===== src/rtl/mos_pkg.sv =====
// Shared definitions for the fetch/decode path: fetch FSM states,
// the default reset-vector address and the instruction length rule.
package mos_pkg;

    localparam logic [15:0] RESET_VEC_DEFAULT = 16'hFFFC;

    typedef enum logic [2:0] {
        ST_VEC_LO = 3'd0,
        ST_VEC_HI = 3'd1,
        ST_OP     = 3'd2,
        ST_OPR_LO = 3'd3,
        ST_OPR_HI = 3'd4,
        ST_HOLD   = 3'd5
    } fetch_state_e;

    // Total instruction length in bytes (opcode plus operands), 1..3.
    // The checks are ordered: earlier rules override later ones.
    function automatic logic [1:0] ins_length(input logic [7:0] op);
        logic [1:0] len;
        if (op == 8'h20) begin
            len = 2'd3;
        end else if ((op == 8'h00) || (op == 8'h40) || (op == 8'h60)) begin
            len = 2'd1;
        end else if ((op[3:0] == 4'h8) || (op[3:0] == 4'hA)) begin
            len = 2'd1;
        end else if (op[3:2] == 2'b11) begin
            len = 2'd3;
        end else if (op[4:0] == 5'b11001) begin
            len = 2'd3;
        end else begin
            len = 2'd2;
        end
        return len;
    endfunction

endpackage


===== src/rtl/fetch_unit_if.sv =====
// Bundle of the fetch stage's memory-side and instruction-side signals.
// master = the fetch unit, slave = its environment (memory + execute).
interface fetch_unit_if;

    logic        jump;
    logic [15:0] jump_addr;
    logic        ins_ack;
    logic [7:0]  mem_data;

    logic        mem_en;
    logic        mem_pc_data;
    logic        mem_w_rd;
    logic [15:0] mem_pc;
    logic [7:0]  opcode;
    logic [15:0] operand;
    logic [1:0]  ins_len;
    logic [15:0] ins_pc;
    logic        ins_valid;
    logic        busy;

    modport master (
        input  jump, jump_addr, ins_ack, mem_data,
        output mem_en, mem_pc_data, mem_w_rd, mem_pc,
               opcode, operand, ins_len, ins_pc, ins_valid, busy
    );

    modport slave (
        output jump, jump_addr, ins_ack, mem_data,
        input  mem_en, mem_pc_data, mem_w_rd, mem_pc,
               opcode, operand, ins_len, ins_pc, ins_valid, busy
    );

endinterface


===== src/rtl/fetch_unit_ins_len_dec.sv =====
// Combinational opcode length decoder, shared rule from mos_pkg.
module ins_len_dec
    import mos_pkg::*;
(
    input  logic [7:0] i_opcode,
    output logic [1:0] o_len
);

    // Decode the byte currently on the memory data bus
    always_comb begin
        o_len = ins_length(i_opcode);
    end

endmodule


===== src/rtl/fetch_unit.sv =====
// Instruction fetch stage: loads the PC from the reset vector, reads one
// byte per cycle, assembles opcode + operands and holds the result for
// the execute stage under a valid/ack handshake. Execute may redirect.
module fetch_unit
    import mos_pkg::*;
#(
    parameter logic [15:0] RESET_VEC = RESET_VEC_DEFAULT
)
(
    input  logic         clk,
    input  logic         rst,
    fetch_unit_if.master bus
);

    fetch_state_e r_state;
    fetch_state_e w_nextState;

    logic [15:0] r_pc;
    logic [7:0]  r_vecLo;
    logic [7:0]  r_curOp;
    logic [1:0]  r_curLen;
    logic [15:0] r_curPc;
    logic [7:0]  r_curLo;

    logic [7:0]  r_opcode;
    logic [15:0] r_operand;
    logic [1:0]  r_insLen;
    logic [15:0] r_insPc;
    logic        r_insValid;

    logic [1:0]  w_decLen;
    logic        w_jumpTaken;
    logic        w_enterHold;

    ins_len_dec u_lenDec (
        .i_opcode (bus.mem_data),
        .o_len    (w_decLen)
    );

    // Redirects are honoured everywhere except during the vector reads
    always_comb begin
        w_jumpTaken = bus.jump && (r_state != ST_VEC_LO) && (r_state != ST_VEC_HI);
        w_enterHold = (r_state != ST_HOLD) && (w_nextState == ST_HOLD);
    end

    // State register
    always_ff @(posedge clk or negedge rst) begin
        if (!rst) begin
            r_state <= ST_VEC_LO;
        end else begin
            r_state <= w_nextState;
        end
    end

    // Next-state logic; a redirect overrides the normal sequence
    always_comb begin
        w_nextState = r_state;
        case (r_state)
            ST_VEC_LO: w_nextState = ST_VEC_HI;
            ST_VEC_HI: w_nextState = ST_OP;
            ST_OP:     w_nextState = (w_decLen == 2'd1) ? ST_HOLD : ST_OPR_LO;
            ST_OPR_LO: w_nextState = (r_curLen == 2'd2) ? ST_HOLD : ST_OPR_HI;
            ST_OPR_HI: w_nextState = ST_HOLD;
            ST_HOLD:   w_nextState = bus.ins_ack ? ST_OP : ST_HOLD;
            default:   w_nextState = ST_VEC_LO;
        endcase
        if (w_jumpTaken) begin
            w_nextState = ST_OP;
        end
    end

    // PC and partial-instruction staging registers
    always_ff @(posedge clk or negedge rst) begin
        if (!rst) begin
            r_pc     <= RESET_VEC;
            r_vecLo  <= 8'h00;
            r_curOp  <= 8'h00;
            r_curLen <= 2'd0;
            r_curPc  <= 16'h0000;
            r_curLo  <= 8'h00;
        end else if (w_jumpTaken) begin
            r_pc <= bus.jump_addr;
        end else begin
            case (r_state)
                ST_VEC_LO: begin
                    r_vecLo <= bus.mem_data;
                    r_pc    <= r_pc + 16'd1;
                end
                ST_VEC_HI: begin
                    r_pc <= {bus.mem_data, r_vecLo};
                end
                ST_OP: begin
                    r_curOp  <= bus.mem_data;
                    r_curLen <= w_decLen;
                    r_curPc  <= r_pc;
                    r_pc     <= r_pc + 16'd1;
                end
                ST_OPR_LO: begin
                    r_curLo <= bus.mem_data;
                    r_pc    <= r_pc + 16'd1;
                end
                ST_OPR_HI: begin
                    r_pc <= r_pc + 16'd1;
                end
                default: begin
                    r_pc <= r_pc;
                end
            endcase
        end
    end

    // Held instruction: only updated when a complete instruction enters HOLD
    always_ff @(posedge clk or negedge rst) begin
        if (!rst) begin
            r_opcode   <= 8'h00;
            r_operand  <= 16'h0000;
            r_insLen   <= 2'd0;
            r_insPc    <= 16'h0000;
            r_insValid <= 1'b0;
        end else begin
            r_insValid <= (w_nextState == ST_HOLD);
            if (w_enterHold) begin
                if (r_state == ST_OP) begin
                    r_opcode  <= bus.mem_data;
                    r_operand <= 16'h0000;
                    r_insLen  <= 2'd1;
                    r_insPc   <= r_pc;
                end else begin
                    r_opcode  <= r_curOp;
                    r_insLen  <= r_curLen;
                    r_insPc   <= r_curPc;
                    r_operand <= (r_state == ST_OPR_HI) ? {bus.mem_data, r_curLo}
                                                        : {8'h00, bus.mem_data};
                end
            end
        end
    end

    // Memory request and status outputs, forced quiet while in reset
    always_comb begin
        bus.mem_en      = rst && (r_state != ST_HOLD);
        bus.busy        = rst && (r_state != ST_HOLD);
        bus.mem_pc      = rst ? r_pc : 16'h0000;
        bus.mem_pc_data = 1'b1;
        bus.mem_w_rd    = 1'b1;
        bus.opcode      = r_opcode;
        bus.operand     = r_operand;
        bus.ins_len     = r_insLen;
        bus.ins_pc      = r_insPc;
        bus.ins_valid   = r_insValid;
    end

endmodule


===== src/flat_wrapper.sv =====
// flat-port wrapper written by rule: the top's interface ports become plain ports
module fetch_unit_flat import mos_pkg::*;
#(
    parameter logic [15:0] RESET_VEC = RESET_VEC_DEFAULT
)
  (clk, rst, bus_jump, bus_jump_addr, bus_ins_ack, bus_mem_data, bus_mem_en, bus_mem_pc_data, bus_mem_w_rd, bus_mem_pc, bus_opcode, bus_operand, bus_ins_len, bus_ins_pc, bus_ins_valid, bus_busy);
  fetch_unit_if bus_i ();
  input  logic clk;
  input  logic rst;
  input wire logic [$bits(bus_i.jump)-1:0] bus_jump;
  input wire logic [$bits(bus_i.jump_addr)-1:0] bus_jump_addr;
  input wire logic [$bits(bus_i.ins_ack)-1:0] bus_ins_ack;
  input wire logic [$bits(bus_i.mem_data)-1:0] bus_mem_data;
  output wire logic [$bits(bus_i.mem_en)-1:0] bus_mem_en;
  output wire logic [$bits(bus_i.mem_pc_data)-1:0] bus_mem_pc_data;
  output wire logic [$bits(bus_i.mem_w_rd)-1:0] bus_mem_w_rd;
  output wire logic [$bits(bus_i.mem_pc)-1:0] bus_mem_pc;
  output wire logic [$bits(bus_i.opcode)-1:0] bus_opcode;
  output wire logic [$bits(bus_i.operand)-1:0] bus_operand;
  output wire logic [$bits(bus_i.ins_len)-1:0] bus_ins_len;
  output wire logic [$bits(bus_i.ins_pc)-1:0] bus_ins_pc;
  output wire logic [$bits(bus_i.ins_valid)-1:0] bus_ins_valid;
  output wire logic [$bits(bus_i.busy)-1:0] bus_busy;
  assign bus_i.jump = bus_jump;
  assign bus_i.jump_addr = bus_jump_addr;
  assign bus_i.ins_ack = bus_ins_ack;
  assign bus_i.mem_data = bus_mem_data;
  assign bus_mem_en = bus_i.mem_en;
  assign bus_mem_pc_data = bus_i.mem_pc_data;
  assign bus_mem_w_rd = bus_i.mem_w_rd;
  assign bus_mem_pc = bus_i.mem_pc;
  assign bus_opcode = bus_i.opcode;
  assign bus_operand = bus_i.operand;
  assign bus_ins_len = bus_i.ins_len;
  assign bus_ins_pc = bus_i.ins_pc;
  assign bus_ins_valid = bus_i.ins_valid;
  assign bus_busy = bus_i.busy;
  fetch_unit #(.RESET_VEC(RESET_VEC)) u_core (.clk(clk), .rst(rst), .bus(bus_i));
endmodule

===== config.mk =====
export PLATFORM = sky130hd
export DESIGN_NAME = fetch_unit_flat
export DESIGN_NICKNAME = d
export VERILOG_FILES = /design/src/rtl/mos_pkg.sv /design/src/rtl/fetch_unit_if.sv /design/src/rtl/fetch_unit_ins_len_dec.sv /design/src/rtl/fetch_unit.sv /design/src/flat_wrapper.sv
export SDC_FILE = /design/constraint.sdc
export NUM_CORES = 1
export LEC_CHECK = 0
export ABC_AREA = 1
export BUFFER_PORTS_ARGS = -buffer_cell sky130_fd_sc_hd__buf_2
export CAP_MARGIN = 5
export CORE_ASPECT_RATIO = 1.1
export CORE_MARGIN = 10
export CORE_UTILIZATION = 45
export CTS_CLUSTER_DIAMETER = 80
export DETAILED_ROUTE_END_ITERATION = 16
export PLACE_DENSITY_LB_ADDON = 0.12
export SLEW_MARGIN = 20
export SYNTH_ARGS = -nofsm -noshare
export SYNTH_HDL_FRONTEND = slang
export SYNTH_SLANG_ARGS = --single-unit

===== constraint.sdc =====
create_clock -name clk -period 1.88 [get_ports clk]
set_input_delay 0.376 -clock clk [delete_from_list [all_inputs] [get_ports clk]]
set_output_delay 0.376 -clock clk [all_outputs]
set_load 0.01 [all_outputs]

* After elaboration in Yosys (flattened, before gate mapping)
Cells that the tools add are included.
Storage, ports and cells: output and inout bits 63, ROM bits 0, word-level logic and storage cells 64, memories kept 0, memory bits (writable) 0, latch bits 0, flip-flop bits (word level) 104, bits of input ports 28
Operators by class: reduce and logical (&&, ||, !) cells 15, equal/unequal tests 17, shift-type cells 0, bitwise operators 1, add/subtract/negate cells 1, magnitude comparators 0, mux-type cells 18, multiply operators 0, divide/modulo/power cells 0
Operators by type and width (count):
- 16-bit 2-to-1 mux | 5
- 16-bit case mux with 2 select lines | 1
- 3-bit case mux with 6 select lines | 1
- 16-bit by 1-bit adder with 16-bit output (second input constant) | 1
- 8-bit by 7-bit equality test with 1-bit output (second input constant) | 2
- 3-bit equality test (second input constant) | 3
- 3-bit 2-to-1 mux | 3
- 4-bit equality test (second input constant) | 2
- 8-bit by 6-bit equality test with 1-bit output (second input constant) | 1
- 8-bit zero test | 1
- 2-bit 2-to-1 mux | 4
- 8-bit 2-to-1 mux | 1
- 3-bit by 2-bit equality test with 1-bit output (second input constant) | 2
- 2-bit AND reduction | 3
- 3-bit nonzero test | 2
- 5-bit equality test (second input constant) | 1
- 2-bit equality test (second input constant) | 2
- 1-bit logical AND | 4
- 4-bit OR reduction | 1
- 3-bit by 1-bit equality test with 1-bit output (second input constant) | 1
- 3-bit zero test | 1
- 1-bit logical OR | 3
- 1-bit 2-to-1 mux | 3
- 3-bit by 1-bit inequality test with 1-bit output (second input constant) | 1
- other kinds (3) | 3

* Depth between registers and ports, before layout
word-level depth 12, depth in mapped cells 12, gate-level depth less buffers 11

* Cells and area by module
From an unflattened synthesis, not the netlist that was laid out.
Unflattened totals: cells, all modules 754, area total of the unflattened synthesis 5544.1 um2
Modules (own cells, without submodules):
- fetch_unit | seq. area each 2620.0 um2, instances 1, cells an instance 736, area each 5454.0 um2
- ins_len_dec | seq. area each 0.0 um2, instances 1, cells an instance 18, area each 90.1 um2

* Worst setup path before layout
Ideal clock, no wire load.
path type register -> register, start register u_core.r_state[1], end register u_core.r_operand[10], in the netlist u_core.bus.operand[10], required time 1.763 ns, clock period less this slack 1.719 ns, setup time 0.117 ns, buffers on the path 1, cell stages (with the launch flop) 12, arrival time 1.602 ns, setup slack 0.161 ns, cell sequence dfrtp_1 inv_2 nand3_4 nor2_2 nor2_1 nand2_2 nand2_2 nor2_8 nand3_4 buf_8 nand2_2 nand2_1
Between the ends: word-level cells in the longest chain between the ends 6, elaborated cells on any way between the ends 17, classes of those cells 8 x eq/ne; 4 x mux; 5 x reduce/logical
Ends and longest elaborated chain:
- from (decl) | line fetch_unit.sv:15 | fetch_state_e r_state;
- from (signal assigned) | line fetch_unit.sv:51 | r_state <= w_nextState;
- branches (longest 6 deep; another with 3-bit case mux with 6 select lines)
- to (signal assigned) | line fetch_unit.sv:132 | r_operand <= (r_state == ST_OPR_HI) ? {bus.mem_data, r_curLo}
- to (decl) | line fetch_unit.sv:26 | logic [15:0] r_operand;
Several ways; the timed one is not identified. A chain may end at the register's enable or synchronous reset.

* Worst setup path after layout
start register u_core.r_state[2], end register u_core.r_operand[0], in the netlist u_core.bus.operand[0]
Same word-level chain as after synthesis.

==> flow_metrics.py <==
metrics = {
    "global_route": {
        "grt_pass1_vias": 5138,
        "overflow": 0,
        "grt_pass1_wl_um": 26410,
        "track_usage": 0.1878,
        "grt_max_degree": 51,
        "antenna_found_initial": 0,
    },
    "floorplanning": {
        "die_h_um": 136.5,
        "pin_count": 91,
        "die_w_um": 125.9,
        "die-area_um2": 17180,
        "core_um2": 12030,
        "rows": 42,
        "start_util": 0.4613,
    },
    "place": {
        "dp.cells": 964,
        "portBuffers": 88,
        "place_ws_ps": 71.20,
        "placed_area_um2": 6307,
        "dp_hpwl_um": 11690,
        "gp_congestion": 0.9294,
    },
    "timing": {
        "finalSetupViolations": 0,
        "slew_violations": 0,
        "fin_crit_ps": 1863,
        "period_share": 0.9909,
        "hold_violations": 0,
        "worst_pin_slew_ps": 545.7,
        "fin_skew_ps": 4.341,
        "whs_ps": 43.92,
        "achievable-frequency_ghz": 0.5368,
        "max_slew_margin": 0.6362,
        "setup_tns_ps": 0,
        "finalWorstSetupSlack_ps": 17.18,
        "rsz0062_at_grt": "true",
    },
    "final_layout": {
        "synthToLayoutAreaGrowth_pct": 24.68,
        "drive_gt1_frac": 0.2595,
        "fin_util": 0.5752,
        "final_nets": 868,
        "design_area_um2": 6922,
        "final_common_cell": "nand2_1",
        "antennaDiodeCount": 0,
        "fillers": 1127,
        "fin_cells": 998,
        "final_cell_mix": "266 x nand2_1, 87 x buf_2, 87 x dfrtp_1",
    },
    "route": {
        "drtPass1Iterations": 5,
        "wl_per_cell_um": 16.87,
        "drt-vias-per-instance": 5.257,
        "wl_um": 16840,
        "first_iter_violations": 309,
        "drc": 0,
        "vias": 5246,
        "ant_nets": 0,
    },
    "synth": {
        "synth_warnings": 0,
        "synth_cell_type_count": 39,
        "yosysSeqAreaShare": 0.4719,
        "synth_adder_area_share": 0.002254,
        "synthMuxAreaShare": 0,
        "synthCells": 730,
        "synth_area_um2": 5552,
        "synth_compound_area_frac": 0.1055,
        "ys_seq_elements": 104,
        "synth_enable_flop_cells": 0,
        "async_reset_ff_frac": 1.000,
        "synth-xor-area-share": 0.003155,
        "synth_top_family_by_area": "simple AND/OR/NAND/NOR gates",
        "syn_avg_cell_area_um2": 7.605,
        "synth-simple-area-share": 0.3331,
        "synthFlopType": "dfrtp_1",
    },
    "setup_path": {
        "critPathKind": "flop to flop",
        "path_max_fanout": 7,
        "crit_chain": "buf_4, inv_6, nand3_2, nor2_1, nor2_1, nand2_2, nand2_4, nor2_8, nand3_4, clkbuf_16, nand2_1, nand2_1",
        "slowest_stage": "dfrtp_2",
        "path_delay_family": "simple AND/OR/NAND/NOR gates",
        "worstPathArrival_ps": 2100,
        "critical_path_buf_inv_count": 3,
        "worstSetupStartpointType": "flop",
        "slowest_delay_ps": 440,
        "endpoint_kind": "flop",
        "required_ps": 2120,
    },
    "clocking": {
        "cts.path.max_buffers": 2,
        "cts-root-buf": "clkbuf_16",
        "numClockSinks": 104,
        "clk_latency_ps": 350,
        "cts_made_buffers": 9,
        "htreeDepth": 3,
        "cts.clk_slew.worst_paths_ps": 70,
        "cts_tree": "done",
    },
    "outcome": {
        "outcome": "finished, final reports clean",
    },
    "pwr": {
        "irDropWorstVdd_v": 0.0007879,
        "p_leak_nw": 3.763,
        "p_per_area_nw_per_um2": 1854,
        "total_power_mw": 12.83,
    },
    "hold_path": {
        "holdCritPathClass": "input pin to asynchronous set/reset pin",
    },
    "flow_run": {
        "cap_violations": 0,
    },
}
## what timing repair did
action                                  4_1_cts  5_1_grt
endpoints found under the setup margin        2       56
setup buffers                                 5        6
endpoints found under the hold margin         3        0
pin swaps                                     0        3
hold buffers                                  1        0
gates resized for setup                       4       15
gates cloned                                  1        5
## cell families after synthesis
kind of cell	after synthesis
compound gates	105
xor+xnor	2
fa+ha+maj	1
buf+inv	106
flops	104
other cells	1
simple gates	411
## report_power, final
part / switching (mW) / leakage, nW / total [mW] / internal (mW)
logic: 4.16 / 2.31 / 6.68 / 2.53
registers: 0.711 / 1.29 / 4.08 / 3.37
clock network: 0.879 / 0.159 / 2.07 / 1.19
## final cells by class
type | instances | area, µm² | share of cell area
clock inverters | 7 | 103.9 | 0.01500
multi-input cells | 521 | 2492 | 0.3601
clock buffers | 9 | 225.2 | 0.03254
flip-flops and latches | 104 | 2624 | 0.3791
repair buffers | 140 | 1033 | 0.1493
inverters | 63 | 250.2 | 0.03615
well taps | 154 | 192.7 | 0.02784
## worst register-to-register path, cell delays in order, from the launching register on
cell,delay [ps]
dfrtp_2,440
buf_4,160
inv_6,90
nand3_2,100
nor2_1,130
nor2_1,70
nand2_2,70
nand2_4,70
nor2_8,130
nand3_4,160
clkbuf_16,220
nand2_1,60
nand2_1,50
## metal layers
layer,vias up,GRT usage,part of all wire
met1,2460,0.2341,0.43
met2,176,0.3099,0.48
met4,0,0.06772,0.024
met3,34,0.04644,0.067
met5,-,0,0
li1,2576,-,-
## sequential cells by signal (all words and copies together) (netlist names)
signal	cells
u_core.r_curOp	8
u_core.bus.ins_pc	16
u_core.r_state	3
u_core.bus.ins_valid	1
u_core.r_curLo	8
u_core.r_curLen	2
u_core.r_pc	16
u_core.bus.opcode	8
u_core.bus.ins_len	2
u_core.r_vecLo	8
u_core.r_curPc	16
u_core.bus.operand	16
## Yosys cell counts, types with 3 or more instances
cell type  count  share of area
a211oi_1      10          0.014
o21ai_0       69          0.062
clkbuf_1      27          0.018
buf_8          3         0.0081
o21ai_1        3         0.0027
buf_2          7         0.0063
nand2_1      271           0.18
buf_4          4         0.0054
a21oi_1       13          0.012
nand4_1       44          0.050
nand2_2       18          0.020
nor3_1         6         0.0054
dfstp_2       14          0.066
dfrtp_1       90           0.41
nand3_1       20          0.018
inv_1         57          0.039
inv_2          6         0.0041
nor2_4         3         0.0061
nor2_1        36          0.024
## worst paths after layout
path                                  startpoint               endpoint  slack [ps]  cells past startpoint
setup / recovery               u_core.r_state[2]  u_core.bus.operand[0]          20                     12
hold / removal                               rst      u_core.r_vecLo[1]          40                      2
setup reg to reg               u_core.r_state[2]  u_core.bus.operand[0]          20                     12
hold reg to reg            u_core.bus.ins_pc[15]  u_core.bus.ins_pc[15]         470                      2
max in group asynchronous                    rst      u_core.r_curLo[1]        1220                      2
min in group clk                bus_jump_addr[1]         u_core.r_pc[1]         290                      3
Note: power is estimated with default switching activity, not from simulation.
